[config.mk]
export PLATFORM = sky130hd
export DESIGN_NAME = fifo_stream_rd
export DESIGN_NICKNAME = d
export VERILOG_FILES = /design/src/rtl/fifo_stream_rd.sv
export SDC_FILE = /design/constraint.sdc
export NUM_CORES = 1
export LEC_CHECK = 0
export ABC_AREA = 1
export ABC_CLOCK_PERIOD_IN_PS = 2200
export CAP_MARGIN = 15
export CELL_PAD_IN_SITES_DETAIL_PLACEMENT = 1
export CELL_PAD_IN_SITES_GLOBAL_PLACEMENT = 1
export CORE_AREA = 3 3 40 42
export DETAILED_ROUTE_END_ITERATION = 12
export DIE_AREA = 0 0 43 45
export PLACE_DENSITY = 0.77
export SLEW_MARGIN = 5
export SYNTH_ARGS = -nofsm -noshare
export SYNTH_HDL_FRONTEND = slang
export SYNTH_SLANG_ARGS = --single-unit
[constraint.sdc]
create_clock -name clk -period 2.2 [get_ports clk]
set_clock_uncertainty 0.05 [all_clocks]
set_input_delay 0.44 -clock clk [delete_from_list [all_inputs] [get_ports clk]]
set_output_delay 0.44 -clock clk [all_outputs]
set_load 0.005 [all_outputs]
[src/rtl/fifo_stream_rd.sv]
// fifo_stream_rd: read-side adapter for the width-converting synchronous FIFO.
// Issues pops on the FIFO rd_ea/empty interface, tracks words in flight through
// the FIFO's fixed read latency, and parks them in a small skid buffer that is
// presented downstream as a valid/ready stream.
// Optional build macro FIFO_STREAM_RD_STATS_EN adds the stall_cnt port, a
// saturating count of cycles in which a word waited on the consumer.
module fifo_stream_rd #(
  parameter int WIDTH      = 1,
  parameter int RD_LATENCY = 1
) (
  input  logic             clk,
  input  logic             rst,
  input  logic             flush,
  input  logic             fifo_empty,
  output logic             fifo_rd_ea,
  input  logic [WIDTH-1:0] fifo_dout,
  output logic             m_valid,
  input  logic             m_ready,
  output logic [WIDTH-1:0] m_data
`ifdef FIFO_STREAM_RD_STATS_EN
  ,
  output logic [15:0]      stall_cnt
`endif
);

  // One entry per word that can be outstanding when pops stop: the in-flight
  // words plus the one currently being offered downstream.
  localparam int BUF_DEPTH = RD_LATENCY + 1;
  localparam int PTR_W     = (BUF_DEPTH > 1) ? $clog2(BUF_DEPTH) : 1;
  localparam int CNT_W     = $clog2(BUF_DEPTH + 1);
  localparam int OCC_W     = CNT_W + 1;

  logic [RD_LATENCY-1:0] vld_p;
  logic [WIDTH-1:0]      mem [BUF_DEPTH];
  logic [PTR_W-1:0]      wr_ptr;
  logic [PTR_W-1:0]      rd_ptr;
  logic [CNT_W-1:0]      count;
  logic [OCC_W-1:0]      inflight;
  logic [OCC_W-1:0]      occ;
  logic [OCC_W-1:0]      limit;
  logic                  capture;
  logic                  hs;

  function automatic logic [PTR_W-1:0] next_ptr(input logic [PTR_W-1:0] p);
    if (p == PTR_W'(BUF_DEPTH - 1)) return '0;
    return p + PTR_W'(1);
  endfunction

  assign capture = vld_p[RD_LATENCY-1];
  assign m_valid = (count != '0);
  assign hs      = m_valid && m_ready;
  // Empty buffer presents zero so the reset value of m_data needs no data reset.
  assign m_data  = m_valid ? mem[rd_ptr] : '0;

  // Count pops that have been issued but whose data has not yet been captured
  always_comb begin
    inflight = '0;
    for (int i = 0; i < RD_LATENCY; i++) inflight = inflight + OCC_W'(vld_p[i]);
  end

  // Pop only when the word is guaranteed a slot; a handshake this cycle frees one.
  // Comparing against BUF_DEPTH+hs avoids an unsigned underflow on occ-hs.
  always_comb begin
    occ        = OCC_W'(count) + inflight;
    limit      = OCC_W'(BUF_DEPTH) + OCC_W'(hs);
    fifo_rd_ea = !fifo_empty && !flush && !rst && (occ < limit);
  end

  // ---- stage: pop issued -> FIFO read latency (in-flight valid shift) ----
  always_ff @(posedge clk) begin
    if (rst || flush) begin
      vld_p <= '0;
    end else begin
      vld_p[0] <= fifo_rd_ea;
      for (int i = 1; i < RD_LATENCY; i++) vld_p[i] <= vld_p[i-1];
    end
  end

  // ---- stage: capture into skid buffer / hand off to consumer ----
  always_ff @(posedge clk) begin
    if (rst || flush) begin
      wr_ptr <= '0;
      rd_ptr <= '0;
      count  <= '0;
    end else begin
      if (capture) wr_ptr <= next_ptr(wr_ptr);
      if (hs)      rd_ptr <= next_ptr(rd_ptr);
      case ({capture, hs})
        2'b10:   count <= count + CNT_W'(1);
        2'b01:   count <= count - CNT_W'(1);
        default: count <= count;
      endcase
    end
  end

  // Skid buffer storage: data only, never reset (count/pointers qualify it)
  always_ff @(posedge clk) begin
    if (capture) mem[wr_ptr] <= fifo_dout;
  end

`ifdef FIFO_STREAM_RD_STATS_EN
  function automatic logic [15:0] sat_inc(input logic [15:0] v);
    if (v == 16'hFFFF) return v;
    return v + 16'd1;
  endfunction

  // Stall statistics survive flush; only reset clears them
  always_ff @(posedge clk) begin
    if (rst) begin
      stall_cnt <= '0;
    end else if (m_valid && !m_ready) begin
      stall_cnt <= sat_inc(stall_cnt);
    end
  end
`endif

endmodule
==> qor.yml <==
die:
  dieArea_mm2: 0.00194
  placeable_core_region_mm2: 0.00128
  floorplan.die.width_um: 43
  die-height_um: 45
  std_cell_rows: 13
  starting_density_pct: 30.3
  io_pins: 9
yosys:
  yosysTopAreaCell: "sky130_fd_sc_hd__dfxtp_1"
  post_synth_main_area_contributors: "sky130_fd_sc_hd__dfxtp_1, sky130_fd_sc_hd__edfxtp_1, sky130_fd_sc_hd__nor2_1, sky130_fd_sc_hd__ha_1, sky130_fd_sc_hd__inv_1"
  yosys_warnings: 0
  synthCells: 50
  number_of_different_library_cells_in_the_post_synthesis_netlist: 14
  yosys_register_bits: 8
  synth_fp_nets: 59
  syn_area_um2: 389
  synth.avg_cell_area_um2: 7.78
  yosysSeqAreaShare_pct: 46.3
  synth_largest_type_area_fraction_pct: 30.9
sta:
  final_hold_viol_count: 0
  totalNegativeSetupSlack_ns: 0
  slew-limit-headroom_pct: 85.6
  holdWs_ns: 0.462
  setup_ws_ns: 0.162
  fin_crit_ns: 2.04
  period_share_pct: 92.6
  least_margin_pin_slew_ns: 0.215
  fmaxAchievable_ghz: 0.491
  drv_slew: 0
  unrepaired_setup_endpoints_after_global_routing: "no"
  final_setup_violation_count: 0
layout:
  layout-drive-gt1-share_pct: 14.1
  commonest_cells_after_routing_fill_and_taps_aside: "sky130_fd_sc_hd__nor2_1, sky130_fd_sc_hd__inv_1, sky130_fd_sc_hd__nand2_1, sky130_fd_sc_hd__clkdlybuf4s50_1, sky130_fd_sc_hd__dfxtp_1"
  finish.net_count: 75
  mostFrequentLayoutCell: "sky130_fd_sc_hd__nor2_1"
  fin_util_pct: 41.4
  area.growth.synth_to_final_pct: 36.7
  antennaDiodeCount: 0
  final-instance-count-excl-fill: 79
  postLayoutCellArea_um2: 532
power:
  p_seq_share_pct: 51.1
  power.share.combinational_pct: 10.6
  netSwitchingPower_uw: 70.0
  clock_power_share_pct: 38.3
  switching_share_pct: 23.0
  total_power_uw: 304
  power.leakage_nw: 0.249
  vdd_drop_max_mv: 0.241
  pwr_density_cell_mw_per_mm2: 572
  internal_power_uw: 234
drt:
  detail-route-antenna-nets: 0
  dr.pass1.iters: 2
  route.detailed.drc: 0
  vias: 352
  drt-total-wl_um: 799
  drt_first_iter_violations: 8
  avgViaCountPerCell: 4.46
  routedWlPerCell_um: 10.1
clocking:
  tritoncts: "yes"
  cts.root.buffer_cell: "sky130_fd_sc_hd__clkbuf_4"
  clk-insertion-delay-late_ns: 0.26
  cts-htree-levels: 1
  tritoncts_num_sinks: 8
  cts.path.max_buffers: 2
  clk_transition_reported_paths_ns: 0.06
  cts-buffers-inserted: 3
worst_setup_path:
  worst_ep_required_time_ns: 1.71
  worst_setup_path_start_kind: "flop"
  timing.critical_path.arrival_ns: 1.55
  worst_setup_path_end_kind: "output port"
  critPathMaxStageDelay_ns: 0.43
  path_delay_family: "buffers and inverters"
  worstPathMaxFanout: 6
  timing_worst_setup_path_type: "reg -> out"
  slowest_stage: "sky130_fd_sc_hd__clkdlybuf4s50_1"
  timing.critical_path.cells: "buf_4 -> nor2_2 -> inv_1 -> o21ai_1 -> a21oi_1 -> clkdlybuf4s50_1"
  critical_path.n_buffers_inverters: 3
flow_run:
  timing.max_cap.violations: 0
placed_design:
  dpl.hpwl_um: 663
  detailedPlace.worstSlack_ns: -0.0917
  placer_congestion_estimate: 0.686
  dpl_cell_area_um2: 510
  placed_cells_incl_taps: 76
  port_buffers: 8
global_routing:
  grt_util_all_layers_pct: 10.6
  grt_max_degree: 7
  number_of_antenna_violations_at_the_first_check_in_global_routing: 0
  grt_first_pass_wirelength_um: 1450
  grt-ovfl-total: 0
  number_of_global_route_vias_before_repair: 351
hold_path:
  type_of_the_most_critical_hold_path: "reg -> reg"
status:
  outcome: "complete, no violations"
worst min-delay path, delay by kind of cell, from the launching register on:
kind,cells,cell delay [ns]
flops,1,0.33
simple gates,2,0.14
cells in the mapped netlist:
| cell | n |
|---|---|
| sky130_fd_sc_hd__edfxtp_1 | 2 |
| sky130_fd_sc_hd__o21ai_0 | 1 |
| sky130_fd_sc_hd__nand4_1 | 1 |
| sky130_fd_sc_hd__nor4_1 | 1 |
| sky130_fd_sc_hd__nor2_4 | 1 |
| sky130_fd_sc_hd__ha_1 | 3 |
| sky130_fd_sc_hd__nor2_2 | 1 |
| sky130_fd_sc_hd__nand2_2 | 1 |
| sky130_fd_sc_hd__a21oi_1 | 4 |
| sky130_fd_sc_hd__nand2_1 | 8 |
| sky130_fd_sc_hd__dfxtp_1 | 6 |
| sky130_fd_sc_hd__inv_1 | 9 |
| sky130_fd_sc_hd__nor2_1 | 11 |
| sky130_fd_sc_hd__o21ai_1 | 1 |
layout make-up:
| cell class | instances | area, um^2 |
|---|---|---|
| well taps | 15 | 18.8 |
| inverters | 9 | 33.8 |
| multi-input cells | 33 | 175 |
| clock buffers | 3 | 22.5 |
| flip-flops and latches | 8 | 180 |
| repair buffers | 11 | 101 |
| fillers | 162 | 753 |
routing by layer:
metal  routed length [um]  vias to the layer above  track usage, %  share of wire, %
li1                     -                      184               -                 -
met3                   42                        3            3.19               5.3
met4                   29                        0            10.8               3.6
met5                    0                        -               0                 0
met1                  351                      155            12.0                44
met2                  375                       10            15.6                47
cell families after synthesis:
group                      share of synthesized area (%)
AOI/OAI and AO/OA                                   7.71
and+or+nand+nor                                     27.7
DFF                                                 46.3
adders and majority gates                           9.65
buffers and inverters                               8.68
path summary, 6_finish.rpt:
kind                  from  endpoint  slack, ns  cells past startpoint
setup / recovery  count[0]    m_data       0.16                      6
hold / removal      rd_ptr      flop       0.46                      2
setup reg to reg  count[0]  count[1]       0.63                     10
hold reg to reg     rd_ptr      flop       0.46                      2
power groups by stage:
stage / clock network, mW / logic, mW / registers (mW)
floorplan: 0 / 0.0139 / 0.159
global placement: 0 / 0.0323 / 0.159
detailed placement: 0 / 0.0331 / 0.159
CTS: 0.127 / 0.0328 / 0.155
global route: 0.130 / 0.0365 / 0.156
finish: 0.116 / 0.0322 / 0.155
what timing repair did:
item,in CTS,in global routing
setup endpoints to repair,1,0
hold buffers,0,0
gates resized for setup,1,0
setup buffers,0,0
No activity file was read; power rests on OpenSTA's default activity.
